### config.mk
export PLATFORM = sky130hd
export DESIGN_NAME = univ_shift_reg_n_flat
export DESIGN_NICKNAME = d
export VERILOG_FILES = /design/src/rtl/univ_shift_reg_n_if.sv /design/src/rtl/univ_shift_reg_n.sv /design/src/flat_wrapper.sv
export SDC_FILE = /design/constraint.sdc
export NUM_CORES = 1
export LEC_CHECK = 0
export BUFFER_PORTS_ARGS = -buffer_cell sky130_fd_sc_hd__buf_4
export CAP_MARGIN = 0
export CORE_MARGIN = 1.5
export CORE_UTILIZATION = 35
export CTS_CLUSTER_DIAMETER = 40
export DETAILED_ROUTE_END_ITERATION = 8
export PLACE_DENSITY_LB_ADDON = 0.08
export SLEW_MARGIN = 15
export SYNTH_ARGS = -nofsm -noshare
export SYNTH_HDL_FRONTEND = slang
export SYNTH_SLANG_ARGS = --single-unit
### constraint.sdc
create_clock -name CLK -period 1.6 [get_ports CLK]
set_input_delay 0.16 -clock CLK [delete_from_list [all_inputs] [get_ports CLK]]
set_output_delay 0.16 -clock CLK [all_outputs]
set_load 0.1 [all_outputs]
### src/rtl/univ_shift_reg_n_if.sv
// Control/data bundle for univ_shift_reg_n: operation select, burst request,
// serial and parallel inputs, register contents and burst status.
interface univ_shift_reg_n_if #(
  parameter int unsigned WIDTH = 8,
  parameter int unsigned CNTW  = 4
);
  logic [2:0]       S;
  logic             START;
  logic [CNTW-1:0]  AMT;
  logic             SDL;
  logic             SDR;
  logic [WIDTH-1:0] D;
  logic [WIDTH-1:0] Q;
  logic             SOL;
  logic             SOR;
  logic             BUSY;
  logic             DONE;

  modport master (
    output S, START, AMT, SDL, SDR, D,
    input  Q, SOL, SOR, BUSY, DONE
  );

  modport slave (
    input  S, START, AMT, SDL, SDR, D,
    output Q, SOL, SOR, BUSY, DONE
  );
endinterface

### src/rtl/univ_shift_reg_n.sv
// Parametrised universal shift register: hold/shift/load/rotate/ASR per cycle,
// plus an N-step burst of any shift or rotate with BUSY/DONE status.
module univ_shift_reg_n #(
  parameter int unsigned WIDTH = 8,
  parameter int unsigned CNTW  = 4
) (
  input logic              CLK,
  input logic              CLR,
  univ_shift_reg_n_if.slave bus
);

  localparam logic [2:0] OP_HOLD = 3'b000;
  localparam logic [2:0] OP_SHR  = 3'b001;
  localparam logic [2:0] OP_SHL  = 3'b010;
  localparam logic [2:0] OP_LOAD = 3'b011;
  localparam logic [2:0] OP_ROR  = 3'b100;
  localparam logic [2:0] OP_ROL  = 3'b101;
  localparam logic [2:0] OP_ASR  = 3'b110;

  typedef enum logic {IDLE, RUN} state_t;

  state_t           state;
  logic [WIDTH-1:0] q;
  logic [CNTW-1:0]  cnt;
  logic [2:0]       mode;
  logic             busy;
  logic             done;

  // One step of operation op applied to the current contents.
  function automatic logic [WIDTH-1:0] step(
    input logic [2:0]       op,
    input logic [WIDTH-1:0] cur,
    input logic             sdl,
    input logic             sdr,
    input logic [WIDTH-1:0] d
  );
    logic [WIDTH-1:0] nxt;
    nxt = cur;
    case (op)
      OP_SHR:  nxt = {sdr, cur[WIDTH-1:1]};
      OP_SHL:  nxt = {cur[WIDTH-2:0], sdl};
      OP_LOAD: nxt = d;
      OP_ROR:  nxt = {cur[0], cur[WIDTH-1:1]};
      OP_ROL:  nxt = {cur[WIDTH-2:0], cur[WIDTH-1]};
      OP_ASR:  nxt = {cur[WIDTH-1], cur[WIDTH-1:1]};
      default: nxt = cur;
    endcase
    return nxt;
  endfunction

  // Only shifts and rotates can be repeated as a burst.
  function automatic logic is_burst_op(input logic [2:0] op);
    return (op != OP_HOLD) && (op != OP_LOAD) && (op != 3'b111);
  endfunction

  always_ff @(posedge CLK) begin
    if (CLR) begin
      state <= IDLE;
      q     <= '0;
      cnt   <= '0;
      mode  <= OP_HOLD;
      busy  <= 1'b0;
      done  <= 1'b0;
    end else begin
      done <= 1'b0;
      case (state)
        IDLE: begin
          if (bus.START && is_burst_op(bus.S)) begin
            if (bus.AMT == '0) begin
              done <= 1'b1;
            end else begin
              mode  <= bus.S;
              cnt   <= bus.AMT;
              busy  <= 1'b1;
              state <= RUN;
            end
          end else begin
            q <= step(bus.S, q, bus.SDL, bus.SDR, bus.D);
          end
        end
        RUN: begin
          q   <= step(mode, q, bus.SDL, bus.SDR, bus.D);
          cnt <= cnt - CNTW'(1);
          if (cnt == CNTW'(1)) begin
            busy  <= 1'b0;
            done  <= 1'b1;
            state <= IDLE;
          end
        end
        default: state <= IDLE;
      endcase
    end
  end

  assign bus.Q    = q;
  assign bus.SOL  = q[WIDTH-1];
  assign bus.SOR  = q[0];
  assign bus.BUSY = busy;
  assign bus.DONE = done;

endmodule

### src/flat_wrapper.sv
// flat-port wrapper written by rule: the top's interface ports become plain ports
module univ_shift_reg_n_flat 
#(
  parameter int unsigned WIDTH = 8,
  parameter int unsigned CNTW  = 4
)
  (CLK, CLR, bus_S, bus_START, bus_AMT, bus_SDL, bus_SDR, bus_D, bus_Q, bus_SOL, bus_SOR, bus_BUSY, bus_DONE);
  univ_shift_reg_n_if #(.WIDTH(WIDTH), .CNTW(CNTW)) bus_i ();
  input logic CLK;
  input logic CLR;
  input wire logic [$bits(bus_i.S)-1:0] bus_S;
  input wire logic [$bits(bus_i.START)-1:0] bus_START;
  input wire logic [$bits(bus_i.AMT)-1:0] bus_AMT;
  input wire logic [$bits(bus_i.SDL)-1:0] bus_SDL;
  input wire logic [$bits(bus_i.SDR)-1:0] bus_SDR;
  input wire logic [$bits(bus_i.D)-1:0] bus_D;
  output wire logic [$bits(bus_i.Q)-1:0] bus_Q;
  output wire logic [$bits(bus_i.SOL)-1:0] bus_SOL;
  output wire logic [$bits(bus_i.SOR)-1:0] bus_SOR;
  output wire logic [$bits(bus_i.BUSY)-1:0] bus_BUSY;
  output wire logic [$bits(bus_i.DONE)-1:0] bus_DONE;
  assign bus_i.S = bus_S;
  assign bus_i.START = bus_START;
  assign bus_i.AMT = bus_AMT;
  assign bus_i.SDL = bus_SDL;
  assign bus_i.SDR = bus_SDR;
  assign bus_i.D = bus_D;
  assign bus_Q = bus_i.Q;
  assign bus_SOL = bus_i.SOL;
  assign bus_SOR = bus_i.SOR;
  assign bus_BUSY = bus_i.BUSY;
  assign bus_DONE = bus_i.DONE;
  univ_shift_reg_n #(.WIDTH(WIDTH), .CNTW(CNTW)) u_core (.CLK(CLK), .CLR(CLR), .bus(bus_i));
endmodule
# Yosys cells after proc, flatten, opt, wreduce, memory -nomap -nowiden
# Cells that the tools add are included.
op_classes:
  n_bitwise: 2
  mux: 19
  n_reduce_logical: 10
  addsub: 1
  eq_ne: 25
op_table:
  columns: ["operator", "count"]
  rows:
  - ["$pmux 8 s6", 2]
  - ["$eq 3x3->1 const B", 6]
  - ["$pmux 8 s2", 1]
  - ["$ne 7x7->1 const B", 2]
  - ["$eq 3x2->1 const B", 4]
  - ["$ne 6x6->1 const B", 2]
  - ["$ne 2x2->1 const B", 5]
  - ["$mux 1", 9]
  - ["$reduce_and 3->1", 3]
  - ["$mux 4", 2]
  - ["$mux 8", 1]
  - ["$pmux 4 s2", 1]
  - ["$eq 3x1->1 const B", 2]
  - ["$pmux 1 s2", 3]
  - ["$reduce_and 5->1", 1]
  - ["$eq 4x1->1 const B", 1]
  - ["$logic_not 4->1", 1]
  - ["$sub 4x1->4 const B", 1]
  - ["$logic_and 1x1->1", 3]
  - ["$ne 3x2->1 const B", 1]
  - ["$ne 3x3->1 const B", 1]
  - ["$reduce_bool 3->1", 1]
  - ["$ne 2x1->1 const B", 1]
  - ["$not 1->1", 2]
  - ["$reduce_and 2->1", 1]
totals:
  in_bits: 20
  wordCells: 64
  reg_bits: 18

# Logic depth before layout (Yosys ltp)
# Gate-level depths: netlist of the first run.
depth:
  depth_word: 6
  depth_mapped: 6
  ltp_nobuf: 5

# Worst setup path before layout of the first run
# No wires, ideal clock.
synth_path:
  kind: "register to register"
  start: "register u_core.q[6] (netlist: u_core.bus.Q[6])"
  end: "register u_core.q[7] (netlist: u_core.bus.Q[7])"
  slack_ns: -0.530
  t_arrival_ns: 2.039
  required_time_ns: 1.509
  period_less_slack_ns: 2.130
  setup_ns: 0.091
  path_stages_with_launch: 5
  cell_sequence: "dfxtp_1 > inv_1 > a221o_1 > a221o_1 > a311oi_1"
synth_via:
  elab_chain_len: 3
  elab_cells_between_ends: 4
  classes_between: "mux (4)"
synth_rtl:
  columns: ["item", "line_no", "rtl"]
  rows:
  - ["from (decl)", "univ_shift_reg_n.sv:23", "logic [WIDTH-1:0] q;"]
  - ["from (signal assigned)", "univ_shift_reg_n.sv:78", "q <= step(bus.S, q, bus.SDL, bus.SDR, bus.D);"]
  - ["from (signal assigned)", "univ_shift_reg_n.sv:82", "q <= step(mode, q, bus.SDL, bus.SDR, bus.D);"]
  - ["$pmux 8 s6", "univ_shift_reg_n.sv:39", "case (op)"]
  - ["$mux 8", "univ_shift_reg_n.sv:68", "if (bus.START && is_burst_op(bus.S)) begin"]
  - ["$pmux 8 s2 (*)", "univ_shift_reg_n.sv:66", "case (state)"]
# Mark *: on every way between the ends. The rest lies on a longest branch, timed or not. The select of a mux whose other input is x is not followed.
# A chain may end at the register's enable or synchronous reset.

# Worst setup path in the final report of the first run
layout_path:
  start: "register u_core.mode[1]"
  end: "register u_core.q[3] (netlist: u_core.bus.Q[3])"
layout_via:
  elab_chain_len: 3
  elab_cells_between_ends: 10
  classes_between: "eq/ne (7); mux (2); reduce/logical (1)"
layout_rtl:
  columns: ["item", "line_no", "rtl"]
  rows:
  - ["from (decl)", "univ_shift_reg_n.sv:25", "logic [2:0] mode;"]
  - ["from (signal assigned)", "univ_shift_reg_n.sv:72", "mode <= bus.S;"]
  - ["$eq 3x3->1 (tied with other cells)", "univ_shift_reg_n.sv:39", null]
  - ["$pmux 8 s6 / $ne 7x7->1 (equally long branches)", null, null]
  - ["$pmux 8 s2 / $reduce_and 3->1 (equally long branches)", null, null]
# Parallel ways exist; a longest one is shown, timed or not.

==> results of run 1 <==
per-layer routing:
layer	share of wire [%]	vias to the layer above	wire [um]	global-route usage [%]
met5	0	-	0	0
met4	0.28	0	13	2.78
met3	2.8	2	128	3.17
met2	52	24	2390	33.8
met1	45	779	2070	25.2
li1	-	780	-	-
critical path, cell delays in order (launching register included):
cell and delay, ns:
dfxtp_4 0.38, or3_1 0.38, and3_4 0.20, o21ba_4 0.24, a32o_1 0.23
report_power, final:
part	switching [uW]	internal, uW
combinational	462	292
sequential	66.3	494
clock	171	219
total	699	1010
state kept, by name, indices dropped and copies added (netlist names):
register,flops
u_core.bus.BUSY,1
u_core.bus.DONE,1
u_core.bus.Q,8
u_core.cnt,4
u_core.mode,3
u_core.state,1
cell usage after synthesis (4+ instances only):
library cell	count
o221ai_1	8
a211oi_1	7
nand3_1	5
nand2_1	4
nand2b_1	4
a32o_1	6
nor2_1	10
buf_4	6
dfxtp_1	18
mux2i_1	11
buf_2	6
clkbuf_1	4
a221oi_1	9
o21ai_0	5
mux2_2	4
inv_1	12
a31o_2	7
through the flow:
| step | util (%) | TNS (ns) | power, uW | cell area (um^2) |
|---|---|---|---|---|
| after floorplan | - | -0.166 | 1110 | 1580 |
| after global placement | 44.6 | -0.0696 | 1310 | 1930 |
| after detailed placement | 44.6 | -0.248 | 1320 | 1930 |
| after CTS | 46.0 | 0 | 1710 | 1990 |
| after global routing | 46.4 | -0.00515 | 1800 | 2010 |
| final | 46.4 | 0 | 1700 | 2010 |
how the worst max path moves through the flow:
stage | from | endpoint | slack, ns | cells past startpoint
detailed placement | u_core.mode[0] | u_core.bus.Q[2] | -0.07 | 5
global placement | u_core.mode[0] | u_core.bus.Q[2] | -0.03 | 5
finish | u_core.mode[1] | u_core.bus.Q[3] | 0.07 | 4
floorplan | u_core.bus.Q[6] | u_core.bus.Q[7] | -0.17 | 4
CTS | u_core.mode[1] | u_core.bus.Q[3] | 0.03 | 4
global route | u_core.mode[2] | u_core.bus.Q[5] | -0.005 | 5
timing repair:
item | in CTS | in global routing
gates resized for setup | 2 | 7
endpoints found under the setup margin | 6 | 6
hold buffers | 0 | 0
pin swaps | 0 | 0
kinds of logic after synthesis:
| kind of cell | Yosys count | synth area share (%) |
|---|---|---|
| muxes | 15 | 9.88 |
| adders and majority gates | 2 | 1.59 |
| DFF | 18 | 22.9 |
| and+or+nand+nor | 49 | 21.4 |
| AOI/OAI and AO/OA | 63 | 33.8 |
| xor gates and xnor gates | 2 | 1.12 |
| buffers and inverters | 29 | 9.32 |
area by class of cell:
cell class | count | area [um^2]
clock buffers | 4 | 55.1
flip-flops and latches | 18 | 377
inverters | 12 | 45.0
fillers | 455 | 2320
well taps | 52 | 65.1
repair buffers | 50 | 392
multi-input cells | 131 | 1070
==> results.yml, run 1 <==
floorplan:
  core_mm2: 0.00432
  fp-row-count: 24
  initial_utilization_pct: 36.3
  die_w_um: 70.0
  die_h_um: 70.0
  dieArea_mm2: 0.00490
  ios: 32
flow_run:
  cap_viol_max_count: 0
routing:
  drc: 0
  num_vias: 1585
  drt_iter0_drc: 137
  via_per_inst: 5.94
  drtAntennaViolNets: 0
  routedWlPerCell_um: 17.2
  dr.pass1.iters: 4
  drt_wl_total_um: 4600
clocking:
  cts-buffers-inserted: 3
  postCtsSetupRepairBufs: 0
  clk_latency_ns: 0.26
  cts_buffer_depth: 2
  cts_root_buf: "clkbuf_8"
  cts_tree: "done"
  path_clk_slew_ns: 0.08
  htreeDepth: 1
  clock_sinks: 18
critical_path:
  r2r-start: "u_core.mode[1]"
  r2r_cells: 4
  cp-start-kind: "flip-flop"
  r2r-end: "u_core.bus.Q[3]"
  ff2ff_setup_slack_ns: 0.07
  worstPathArrival_ns: 1.69
  end_kind: "flip-flop"
  path_class: "reg2reg"
  cp.required_ns: 1.75
  cp_max_fo: 11
synthesis:
  yosys_warnings: 0
  synth_edf_count: 0
  ys_types: 52
  synth-seq-cells: 18
  synth_area_mm2: 0.00157
  synth_top_area_share_pct: 22.9
  seq_area_frac_synth_pct: 22.9
  synth_top_area_cell: "dfxtp_1"
  synth-async-reset-ratio_pct: 0
  synth.avg_cell_area_um2: 8.82
  synthFlopType: "dfxtp_1"
  syn_inst: 178
  synthTopCellsByArea: "dfxtp_1 23%, mux2i_1 7.0%, a221oi_1 5.0%"
  syn_nets: 200
place:
  hpwl_um: 3390
  globalplace.congestion: 0.783
  placed_cells: 263
  post-place-ws_ns: -0.0740
  port_buffers: 31
run_status:
  status: "completed"
hold_path:
  hold_start: "CLR"
  hold_path_end: "u_core.mode[0]"
  worstHoldPathCells: 2
  hp-class: "in2reg"
timing:
  setup_violations: 0
  finalWorstSetupSlack_ns: 0.0663
  slew_viol_final: 0
  fmax_mhz: 652
  hold_ws_ns: 0.182
  tightest_slew_ns: 0.569
  maxSlewHeadroom_pct: 62.0
  rsz0062_at_grt: "true"
  hold_violations: 0
  skew_ns: 0.00399
  min_period_over_period_pct: 95.9
  fin_crit_ns: 1.53
grt:
  grt_pass1_vias: 1516
  gr-total-overflow: 0
  grt_max_degree: 17
  antenna_found_initial: 0
  grt_first_pass_wirelength_um: 7650
  track_usage_pct: 19.2
cells_and_area:
  final_cell_mix: "48 x buf_4, 12 x inv_1, 11 x mux2i_1, 10 x nor2_1"
  final_nets: 238
  syn2layout_area_growth_pct: 27.9
  drive_above_1_share_pct: 38.6
  diodes: 0
  mostFrequentLayoutCell: "buf_4"
  stdcell_count: 267
power:
  vdd_drop_max_mv: 0.372
  p_leak_uw: 0.000800
  power_density_mw_per_mm2: 849
No activity file was read; power rests on OpenSTA's default activity.
==> run 2, diff against run 1 <==
- CELL_PAD_IN_SITES_DETAIL_PLACEMENT: not set -> 1
- CELL_PAD_IN_SITES_GLOBAL_PLACEMENT: not set -> 1
==> run 2 against run 1 <==
  * Flip-flop and latch count unchanged
  * Register-to-register slack got worse by 0.02 ns
  * First-iteration DRC count decreased by 52%
  * Non-clock buffer count increased by 2
  * Hold slack improved by 0.0061 ns
  * Worst setup slack got worse by 0.021 ns
  * Die area unchanged
==> results.yml, run 2 (synthesized netlist as in run 1, its figures left out) <==
power:
  power_uw: 1710
  vdd_drop_max_mv: 0.451
  p_leak_uw: 0.000806
  power_density_mw_per_mm2: 846
grt:
  antenna_found_initial: 0
  grt_max_degree: 15
  track_usage_pct: 20.6
  gr-total-overflow: 0
  grt_pass1_vias: 1728
  grt_first_pass_wirelength_um: 8280
routing:
  num_vias: 1622
  dr.pass1.iters: 4
  drt_iter0_drc: 66
  drtAntennaViolNets: 0
  via_per_inst: 6.03
  drt_wl_total_um: 4830
  routedWlPerCell_um: 18.0
  drc: 0
hold_path:
  hp-class: "in2reg"
  hold_start: "CLR"
  worstHoldPathCells: 2
  hold_path_end: "u_core.mode[1]"
flow_run:
  cap_viol_max_count: 0
timing:
  hold_ws_ns: 0.188
  min_period_over_period_pct: 97.1
  fmax_mhz: 643
  rsz0062_at_grt: "true"
  slew_viol_final: 0
  hold_violations: 0
  setup_violations: 0
  finalWorstSetupSlack_ns: 0.0458
  maxSlewHeadroom_pct: 68.7
  skew_ns: 0.00277
  tightest_slew_ns: 0.470
  fin_crit_ns: 1.55
  totalNegativeSetupSlack_ns: 0
critical_path:
  worstPathArrival_ns: 1.71
  r2r-start: "u_core.mode[2]"
  cp.required_ns: 1.75
  r2r-end: "u_core.bus.Q[6]"
  path_class: "reg2reg"
  r2r_cells: 5
  end_kind: "flip-flop"
  cp-start-kind: "flip-flop"
  cp_max_fo: 6
  ff2ff_setup_slack_ns: 0.05
place:
  hpwl_um: 3650
  post-place-ws_ns: -0.0675
  port_buffers: 31
  globalplace.congestion: 0.822
clocking:
  htreeDepth: 1
  postCtsHoldBufs: 0
  clock_sinks: 18
  clk_latency_ns: 0.26
  path_clk_slew_ns: 0.07
  cts_tree: "done"
  cts_root_buf: "clkbuf_8"
  cts-buffers-inserted: 3
  cts_buffer_depth: 2
floorplan:
  ios: 32
  die_h_um: 70.0
  initial_utilization_pct: 36.3
  die_w_um: 70.0
  fp-row-count: 24
  core_mm2: 0.00432
  dieArea_mm2: 0.00490
cells_and_area:
  diodes: 0
  syn2layout_area_growth_pct: 28.5
  drive_above_1_share_pct: 41.0
  final_nets: 240
  mostFrequentLayoutCell: "buf_4"
  largest_reg_flops: 8
  final_cell_mix: "52 x buf_4, 11 x inv_1, 11 x mux2i_1, 10 x nor2_1"
run_status:
  status: "completed"
[run 2: cell count changes in the layout (fill, tap and decap cells not counted), sizes merged]
cell,before,now
clkinvlp,0,1
inv,12,11
buf,50,52
[run 2: cell type report]
cell class	instances	area (um^2)
flip-flops and latches	18	372
well taps	52	65.1
inverters	12	48.8
clock buffers	4	55.1
repair buffers	52	390
multi-input cells	131	1090
fillers	523	2310
[run 2: worst max-delay path: stages (launching register included)]
cell and delay [ns]:
dfxtp_1 0.35, buf_4 0.16, and3b_2 0.26, a221oi_1 0.32, nand2_1 0.10, a32o_1 0.25
[run 2: timing repair]
action	CTS	global route
gates resized for setup	2	8
buffers inserted	0	0
setup endpoints to repair	7	7
[run 2: layer usage]
| metal | up-vias | routed length, um | part of all wire [%] | GRT usage (%) |
|---|---|---|---|---|
| li1 | 782 | - | - | - |
| met1 | 814 | 2130 | 44 | 24.2 |
| met2 | 20 | 2570 | 53 | 39.5 |
| met3 | 6 | 99 | 2.0 | 3.32 |
| met4 | 0 | 35 | 0.72 | 3.42 |
| met5 | - | 0 | 0 | 0 |
[run 2: worst max path at each step]
stage               startpoint               to  slack [ns]  cells after the start
6_report        u_core.mode[2]  u_core.bus.Q[6]        0.05                      5
5_1_grt         u_core.mode[2]  u_core.bus.Q[6]       -0.03                      5
4_1_cts         u_core.mode[2]  u_core.bus.Q[3]        0.01                      4
3_5_place_dp    u_core.mode[0]  u_core.bus.Q[5]       -0.07                      4
3_3_place_gp    u_core.mode[0]  u_core.bus.Q[5]       -0.01                      4
2_1_floorplan  u_core.bus.Q[6]  u_core.bus.Q[7]       -0.17                      4
[run 2: power breakdown]
part,internal [uW],switching (uW)
registers,495,69.9
logic,293,464
clock network,219,166
[run 2: stage by stage]
stage | cell area [um^2] | instances | utilization [%]
3_3_place_gp | 1930 | 265 | 44.7
3_5_place_dp | 1930 | 265 | 44.7
4_1_cts | 1990 | 269 | 46.0
5_1_grt | 2020 | 269 | 46.7
2_1_floorplan | 1580 | 178 | -
6_report | 2020 | 269 | 46.7
